File: src/rtl/uart_butterfly_loader_pkg.sv
// Shared constants and RX state encoding for the butterfly UART loader.
package uart_butterfly_loader_pkg;

  localparam int BYTES_PER_FRAME = 12;
  localparam int OPERANDS        = 6;

  // Staging / output word order; matches the TX result stream order.
  localparam int OP_IN0_RE = 0;
  localparam int OP_IN0_IM = 1;
  localparam int OP_IN1_RE = 2;
  localparam int OP_IN1_IM = 3;
  localparam int OP_TW_RE  = 4;
  localparam int OP_TW_IM  = 5;

  typedef enum logic [1:0] {
    RX_IDLE  = 2'd0,
    RX_START = 2'd1,
    RX_DATA  = 2'd2,
    RX_STOP  = 2'd3
  } rx_state_t;

endpackage

File: src/rtl/uart_butterfly_loader_rx.sv
// 8N1 UART receiver: input synchroniser plus mid-bit sampling FSM.
// Counterpart of UART_TX; reports a byte, a framing error, or activity.
module uart_rx
  import uart_butterfly_loader_pkg::*;
#(
  parameter int CLKS_PER_BIT = 434
) (
  input  logic       i_clk,
  input  logic       i_rst,
  input  logic       i_RX_bit,
  output logic [7:0] o_RX_byte,
  output logic       o_RX_dv,
  output logic       o_RX_ferr,
  output logic       o_RX_active
);

  localparam int CNT_W = $clog2(CLKS_PER_BIT);
  localparam logic [CNT_W-1:0] HALF_LAST = CNT_W'(CLKS_PER_BIT / 2 - 1);
  localparam logic [CNT_W-1:0] FULL_LAST = CNT_W'(CLKS_PER_BIT - 1);

  rx_state_t        state;
  logic [CNT_W-1:0] cnt;
  logic [2:0]       bit_idx;
  logic [7:0]       shreg;
  logic             rx_meta;
  logic             rx_sync;
  logic             rx_prev;

  // Two-flop synchroniser plus one history flop for falling-edge detection; idle-high reset.
  always_ff @(posedge i_clk or negedge i_rst) begin
    if (!i_rst) begin
      rx_meta <= 1'b1;
      rx_sync <= 1'b1;
      rx_prev <= 1'b1;
    end else begin
      rx_meta <= i_RX_bit;
      rx_sync <= rx_meta;
      rx_prev <= rx_sync;
    end
  end

  // Receive FSM: start-bit qualification at half a bit, then one sample per bit time.
  always_ff @(posedge i_clk or negedge i_rst) begin
    if (!i_rst) begin
      state     <= RX_IDLE;
      cnt       <= '0;
      bit_idx   <= '0;
      shreg     <= '0;
      o_RX_byte <= '0;
      o_RX_dv   <= 1'b0;
      o_RX_ferr <= 1'b0;
    end else begin
      o_RX_dv   <= 1'b0;
      o_RX_ferr <= 1'b0;
      case (state)
        RX_IDLE: begin
          cnt     <= '0;
          bit_idx <= '0;
          if (rx_prev && !rx_sync) state <= RX_START;
        end
        RX_START: begin
          if (cnt == HALF_LAST) begin
            cnt   <= '0;
            state <= rx_sync ? RX_IDLE : RX_DATA;
          end else begin
            cnt <= cnt + CNT_W'(1);
          end
        end
        RX_DATA: begin
          if (cnt == FULL_LAST) begin
            cnt   <= '0;
            shreg <= {rx_sync, shreg[7:1]};
            if (bit_idx == 3'd7) state <= RX_STOP;
            else                 bit_idx <= bit_idx + 3'd1;
          end else begin
            cnt <= cnt + CNT_W'(1);
          end
        end
        RX_STOP: begin
          if (cnt == FULL_LAST) begin
            cnt   <= '0;
            state <= RX_IDLE;
            if (rx_sync) begin
              o_RX_dv   <= 1'b1;
              o_RX_byte <= shreg;
            end else begin
              o_RX_ferr <= 1'b1;
            end
          end else begin
            cnt <= cnt + CNT_W'(1);
          end
        end
        default: state <= RX_IDLE;
      endcase
    end
  end

  // A byte counts as in flight only once its start bit has been qualified,
  // so a rejected glitch never shows up as activity.
  assign o_RX_active = (state == RX_DATA) || (state == RX_STOP);

endmodule

File: src/rtl/uart_butterfly_loader.sv
// Packs 12 received UART bytes into six butterfly operands and strobes a start pulse per frame.
module uart_butterfly_loader
  import uart_butterfly_loader_pkg::*;
#(
  parameter int WORD_SIZE    = 16,
  parameter int CLKS_PER_BIT = 434,
  parameter int TIMEOUT_BITS = 20
) (
  input  logic                 i_clk,
  input  logic                 i_rst,
  input  logic                 i_RX_bit,
  output logic [WORD_SIZE-1:0] o_in0_re,
  output logic [WORD_SIZE-1:0] o_in0_im,
  output logic [WORD_SIZE-1:0] o_in1_re,
  output logic [WORD_SIZE-1:0] o_in1_im,
  output logic [WORD_SIZE-1:0] o_twiddle_re,
  output logic [WORD_SIZE-1:0] o_twiddle_im,
  output logic                 o_frame_valid,
  output logic                 o_frame_err,
  output logic                 o_busy
);

  localparam int TO_LIMIT = TIMEOUT_BITS * CLKS_PER_BIT;
  localparam int TO_W     = $clog2(TO_LIMIT);
  localparam logic [TO_W-1:0] TO_LAST = TO_W'(TO_LIMIT - 1);
  localparam int K_W      = $clog2(BYTES_PER_FRAME);
  localparam logic [K_W-1:0] K_LAST = K_W'(BYTES_PER_FRAME - 1);

  logic [7:0]           rx_byte;
  logic                 rx_dv;
  logic                 rx_ferr;
  logic                 rx_active;
  logic [K_W-1:0]       k;
  logic [TO_W-1:0]      to_cnt;
  logic [2:0]           wsel;
  logic [WORD_SIZE-1:0] stg [OPERANDS];
  logic [WORD_SIZE-1:0] ops [OPERANDS];

  uart_rx #(
    .CLKS_PER_BIT(CLKS_PER_BIT)
  ) u_rx (
    .i_clk      (i_clk),
    .i_rst      (i_rst),
    .i_RX_bit   (i_RX_bit),
    .o_RX_byte  (rx_byte),
    .o_RX_dv    (rx_dv),
    .o_RX_ferr  (rx_ferr),
    .o_RX_active(rx_active)
  );

  assign wsel = k[K_W-1:1];

  // Staging words: even byte index fills the low byte, odd fills the high byte.
  always_ff @(posedge i_clk) begin
    if (rx_dv) begin
      if (k[0]) stg[wsel][15:8] <= rx_byte;
      else      stg[wsel][7:0]  <= rx_byte;
    end
  end

  // Byte index, inactivity timeout and the two event pulses.
  always_ff @(posedge i_clk or negedge i_rst) begin
    if (!i_rst) begin
      k             <= '0;
      to_cnt        <= '0;
      o_frame_valid <= 1'b0;
      o_frame_err   <= 1'b0;
    end else begin
      o_frame_valid <= 1'b0;
      o_frame_err   <= 1'b0;
      if (rx_dv) begin
        to_cnt <= '0;
        if (k == K_LAST) begin
          k             <= '0;
          o_frame_valid <= 1'b1;
        end else begin
          k <= k + K_W'(1);
        end
      end else if (rx_ferr) begin
        k           <= '0;
        to_cnt      <= '0;
        o_frame_err <= 1'b1;
      end else if (k == '0) begin
        to_cnt <= '0;
      end else if (!rx_active) begin
        // Timeout wins over a simultaneous start edge; that byte then becomes byte 0.
        if (to_cnt == TO_LAST) begin
          k           <= '0;
          to_cnt      <= '0;
          o_frame_err <= 1'b1;
        end else begin
          to_cnt <= to_cnt + TO_W'(1);
        end
      end
    end
  end

  // Output operands update together on the last byte so they hold still for the whole butterfly run.
  always_ff @(posedge i_clk or negedge i_rst) begin
    if (!i_rst) begin
      for (int i = 0; i < OPERANDS; i++) ops[i] <= '0;
    end else if (rx_dv && (k == K_LAST)) begin
      for (int i = 0; i < OPERANDS - 1; i++) ops[i] <= stg[i];
      ops[OP_TW_IM] <= {rx_byte, stg[OP_TW_IM][7:0]};
    end
  end

  assign o_in0_re     = ops[OP_IN0_RE];
  assign o_in0_im     = ops[OP_IN0_IM];
  assign o_in1_re     = ops[OP_IN1_RE];
  assign o_in1_im     = ops[OP_IN1_IM];
  assign o_twiddle_re = ops[OP_TW_RE];
  assign o_twiddle_im = ops[OP_TW_IM];
  assign o_busy       = (k != '0) || rx_active;

endmodule

File: config.mk
export PLATFORM = sky130hd
export DESIGN_NAME = uart_butterfly_loader
export DESIGN_NICKNAME = d
export VERILOG_FILES = /design/src/rtl/uart_butterfly_loader_pkg.sv /design/src/rtl/uart_butterfly_loader_rx.sv /design/src/rtl/uart_butterfly_loader.sv
export SDC_FILE = /design/constraint.sdc
export NUM_CORES = 1
export LEC_CHECK = 0
export ABC_AREA = 0
export ABC_CLOCK_PERIOD_IN_PS = 4800
export CAP_MARGIN = 0
export CORE_MARGIN = 1
export CORE_UTILIZATION = 35
export DETAILED_ROUTE_END_ITERATION = 8
export PLACE_DENSITY_LB_ADDON = 0.12
export SYNTH_ARGS = -nofsm -noshare
export SYNTH_HDL_FRONTEND = slang
export SYNTH_SLANG_ARGS = --single-unit
File: constraint.sdc
create_clock -name i_clk -period 4.8 [get_ports i_clk]
set_input_delay 0.96 -clock i_clk [delete_from_list [all_inputs] [get_ports i_clk]]
set_output_delay 0.96 -clock i_clk [all_outputs]
set_load 0.02 [all_outputs]
==> qor.csv <==
metric;value;unit
EDFF count, synth;88;
critical path depth in cells;5;
CTS hold repair buffers;0;
depth of the most critical reg-to-reg path;5;
die area;26600;um2
initial core utilization;35.8;%
Synth area leader;dfrtp_1;
setup slack, reg-to-reg;2.09;ns
Worst EP arrival;2.46;ns
vias;4956;
CTS Buffer Depth;3;
critical path's slowest cell;clkdlybuf4s50_1;
worst slew pin tran;1.13;ns
Avg Inst Size Synth;16.3;um2
share of layout cells above drive strength 1;21.6;%
CTS tree;done;
max cap viols;0;
Worst-path clk slew;0.06;ns
Nets;680;
crit path time final;3.42;ns
setup violators final;0;
Pwr Total;4.23;mW
max-slew violations;0;
Final Non-Filler Cells;1019;
crit-path max FO;9;
Final GP Congestion;0.773;
fin crit share;71.2;%
Rows;58;
total wire length;18100;um
post-CTS sizing;0;
IO Port Bufs;101;
Synth Flop Type;dfrtp_1;
number of setup buffers added after CTS;0;
final core utilization;44.8;%
initial DRC count;250;
setup_tns;0;ns
Placed Cells;971;
Yosys cell types;59;
status;completed;
Max Clock Skew;0.0118;ns
pin count of the biggest net entering global routing;99;
syn nets;568;
antenna cells;0;
# DRC;0;
clock latency on the worst-skew pair;0.52;ns
average wire per standard cell;17.8;um
static leakage;4.68;nW
crit-path leading delay family;buffers and inverters;
Core ar.;25300;um2
antenna violations before repair;0;
die height;163;um
CP required;3.84;ns
clk sinks;239;
worst-path cell chain;inv_1 > ha_1 > nor3b_4 > nand2_1 > clkdlybuf4s50_1;
vias per cell;4.86;
DP Area;10400;um2
Synth top cells by count;dfrtp_1, edfxtp_1, mux2_2;
HP Class;flop to flop;
DRT Pass-1 Iters;4;
Final Hold Viols;0;
final instance area;11300;um2
Crit. End Element;primary output;
Synth Cell Area;9070;um2
Num CTS Buffers;26;
buffers and inverters on the worst path;2;
unrepaired setup endpoints after global routing;false;
Crit Path Class;flop to primary output;
vias in the first global route;5068;
Peak VDD IR;0.213;mV
capturing point of the worst reg2reg path;o_in1_im[6]$_DFFE_PN0P_;
most common cell in the netlist;dfrtp_1;
Synth Warn #;0;
root buffer cell;clkbuf_16;
DRT antenna net count;0;
ys async rst share;63.2;%
worst r2r src;k[0]$_DFFE_PN0P_;
Area Growth Syn to Fin;25.0;%
post-synthesis sequential element count;239;
fmax;293;MHz
top post-synthesis cells by area;dfrtp_1, edfxtp_1, mux2_2;
Synth top area share;40.8;%
Die Wd;163;um
Post-DP HPWL;11500;um
number of H-tree levels;1;
Critical Path Start;k[0]$_DFFE_PN0P_;
Startpoint Class;flop;
Max stage delay on crit path;0.57;ns
first-pass GRT wire length;28800;um
GRT Util Overall;14.1;%
Synth Instances;557;
total gr overflow;0;
number of I/O pins;102;
Slew headroom;24.3;%
Setup crit end;o_busy;
Cell Pwr Density;373;nW/um2
post-synthesis sequential area ratio;70.8;%
==> sequential cells by signal, indices dropped and copies added, names as in the netlist, 9 cells and up, named ones only <==
signal	flops
o_twiddle_im	16
u_rx.cnt	9
o_in0_im	16
o_twiddle_re	16
stg	88
to_cnt	14
o_in1_im	16
o_in1_re	16
o_in0_re	16
==> placed cells by master (no fill, tap or decap), types with 6 or more instances in the layout <==
master	n
a31oi_1	13
buf_4	6
clkbuf_1	6
clkbuf_16	27
clkdlybuf4s50_1	100
dfrtp_1	148
edfxtp_1	88
ha_1	8
inv_1	11
mux2_1	34
mux2_2	80
nand2_1	23
nand3_1	18
nor2_1	22
nor3_1	6
==> stage by stage <==
stage | setup slack [ns] | hold slack (ns)
3_5_place_dp | 1.96 | 0.347
2_1_floorplan | 2.50 | 0.345
6_report | 1.38 | 0.356
5_1_grt | 1.27 | 0.359
4_1_cts | 1.36 | 0.356
3_3_place_gp | 1.99 | 0.348
==> power breakdown <==
part / total, mW / internal, mW / leakage [nW] / switching, mW
registers: 2.12 / 2.11 / 2.70 / 0.00544
clock network: 2.07 / 1.29 / 0.446 / 0.778
logic: 0.0425 / 0.00801 / 1.53 / 0.0345
total: 4.23 / 3.41 / 4.68 / 0.817
==> final cells by class <==
class	count	area (um2)
fillers	2207	14000
flip-flops and latches	239	6420
multi-input cells	284	2500
repair buffers	107	1060
clock buffers	36	739
well taps	330	413
clock inverters	12	170
inverters	11	41.3
==> cell families (layout without fill, tap and decap cells) <==
family / Yosys count / in the layout / share of synthesized area, %
flip-flops: 239 / 239 / 70.8
multiplexers: 115 / 115 / 14.3
AND/OR/NAND/NOR: 113 / 113 / 7.79
AO/OA/AOI/OAI: 39 / 39 / 3.36
buffers and inverters: 34 / 166 / 1.82
XOR/XNOR: 9 / 9 / 0.869
adder cells (fa/ha/maj): 8 / 8 / 1.10
==> worst min path at each step <==
stage / from / endpoint / slack, ns / cells past startpoint
finish: u_rx.rx_meta$_DFF_PN1_ / u_rx.rx_sync$_DFF_PN1_ / 0.36 / 0
floorplan: u_rx.rx_meta$_DFF_PN1_ / u_rx.rx_sync$_DFF_PN1_ / 0.35 / 0
detailed placement: u_rx.rx_meta$_DFF_PN1_ / u_rx.rx_sync$_DFF_PN1_ / 0.35 / 0
global route: u_rx.rx_meta$_DFF_PN1_ / u_rx.rx_sync$_DFF_PN1_ / 0.36 / 0
global placement: u_rx.rx_meta$_DFF_PN1_ / u_rx.rx_sync$_DFF_PN1_ / 0.35 / 0
CTS: u_rx.rx_meta$_DFF_PN1_ / u_rx.rx_sync$_DFF_PN1_ / 0.36 / 0
==> per-layer routing <==
| layer | vias up | share of wire, % | track usage (%) |
|---|---|---|---|
| met1 | 2520 | 44 | 18.9 |
| li1 | 2286 | - | - |
| met4 | 0 | 1.6 | 3.74 |
| met5 | - | 0 | 0 |
| met2 | 126 | 50 | 23.4 |
| met3 | 24 | 4.7 | 2.67 |
Power figures use the tool's default switching activity.
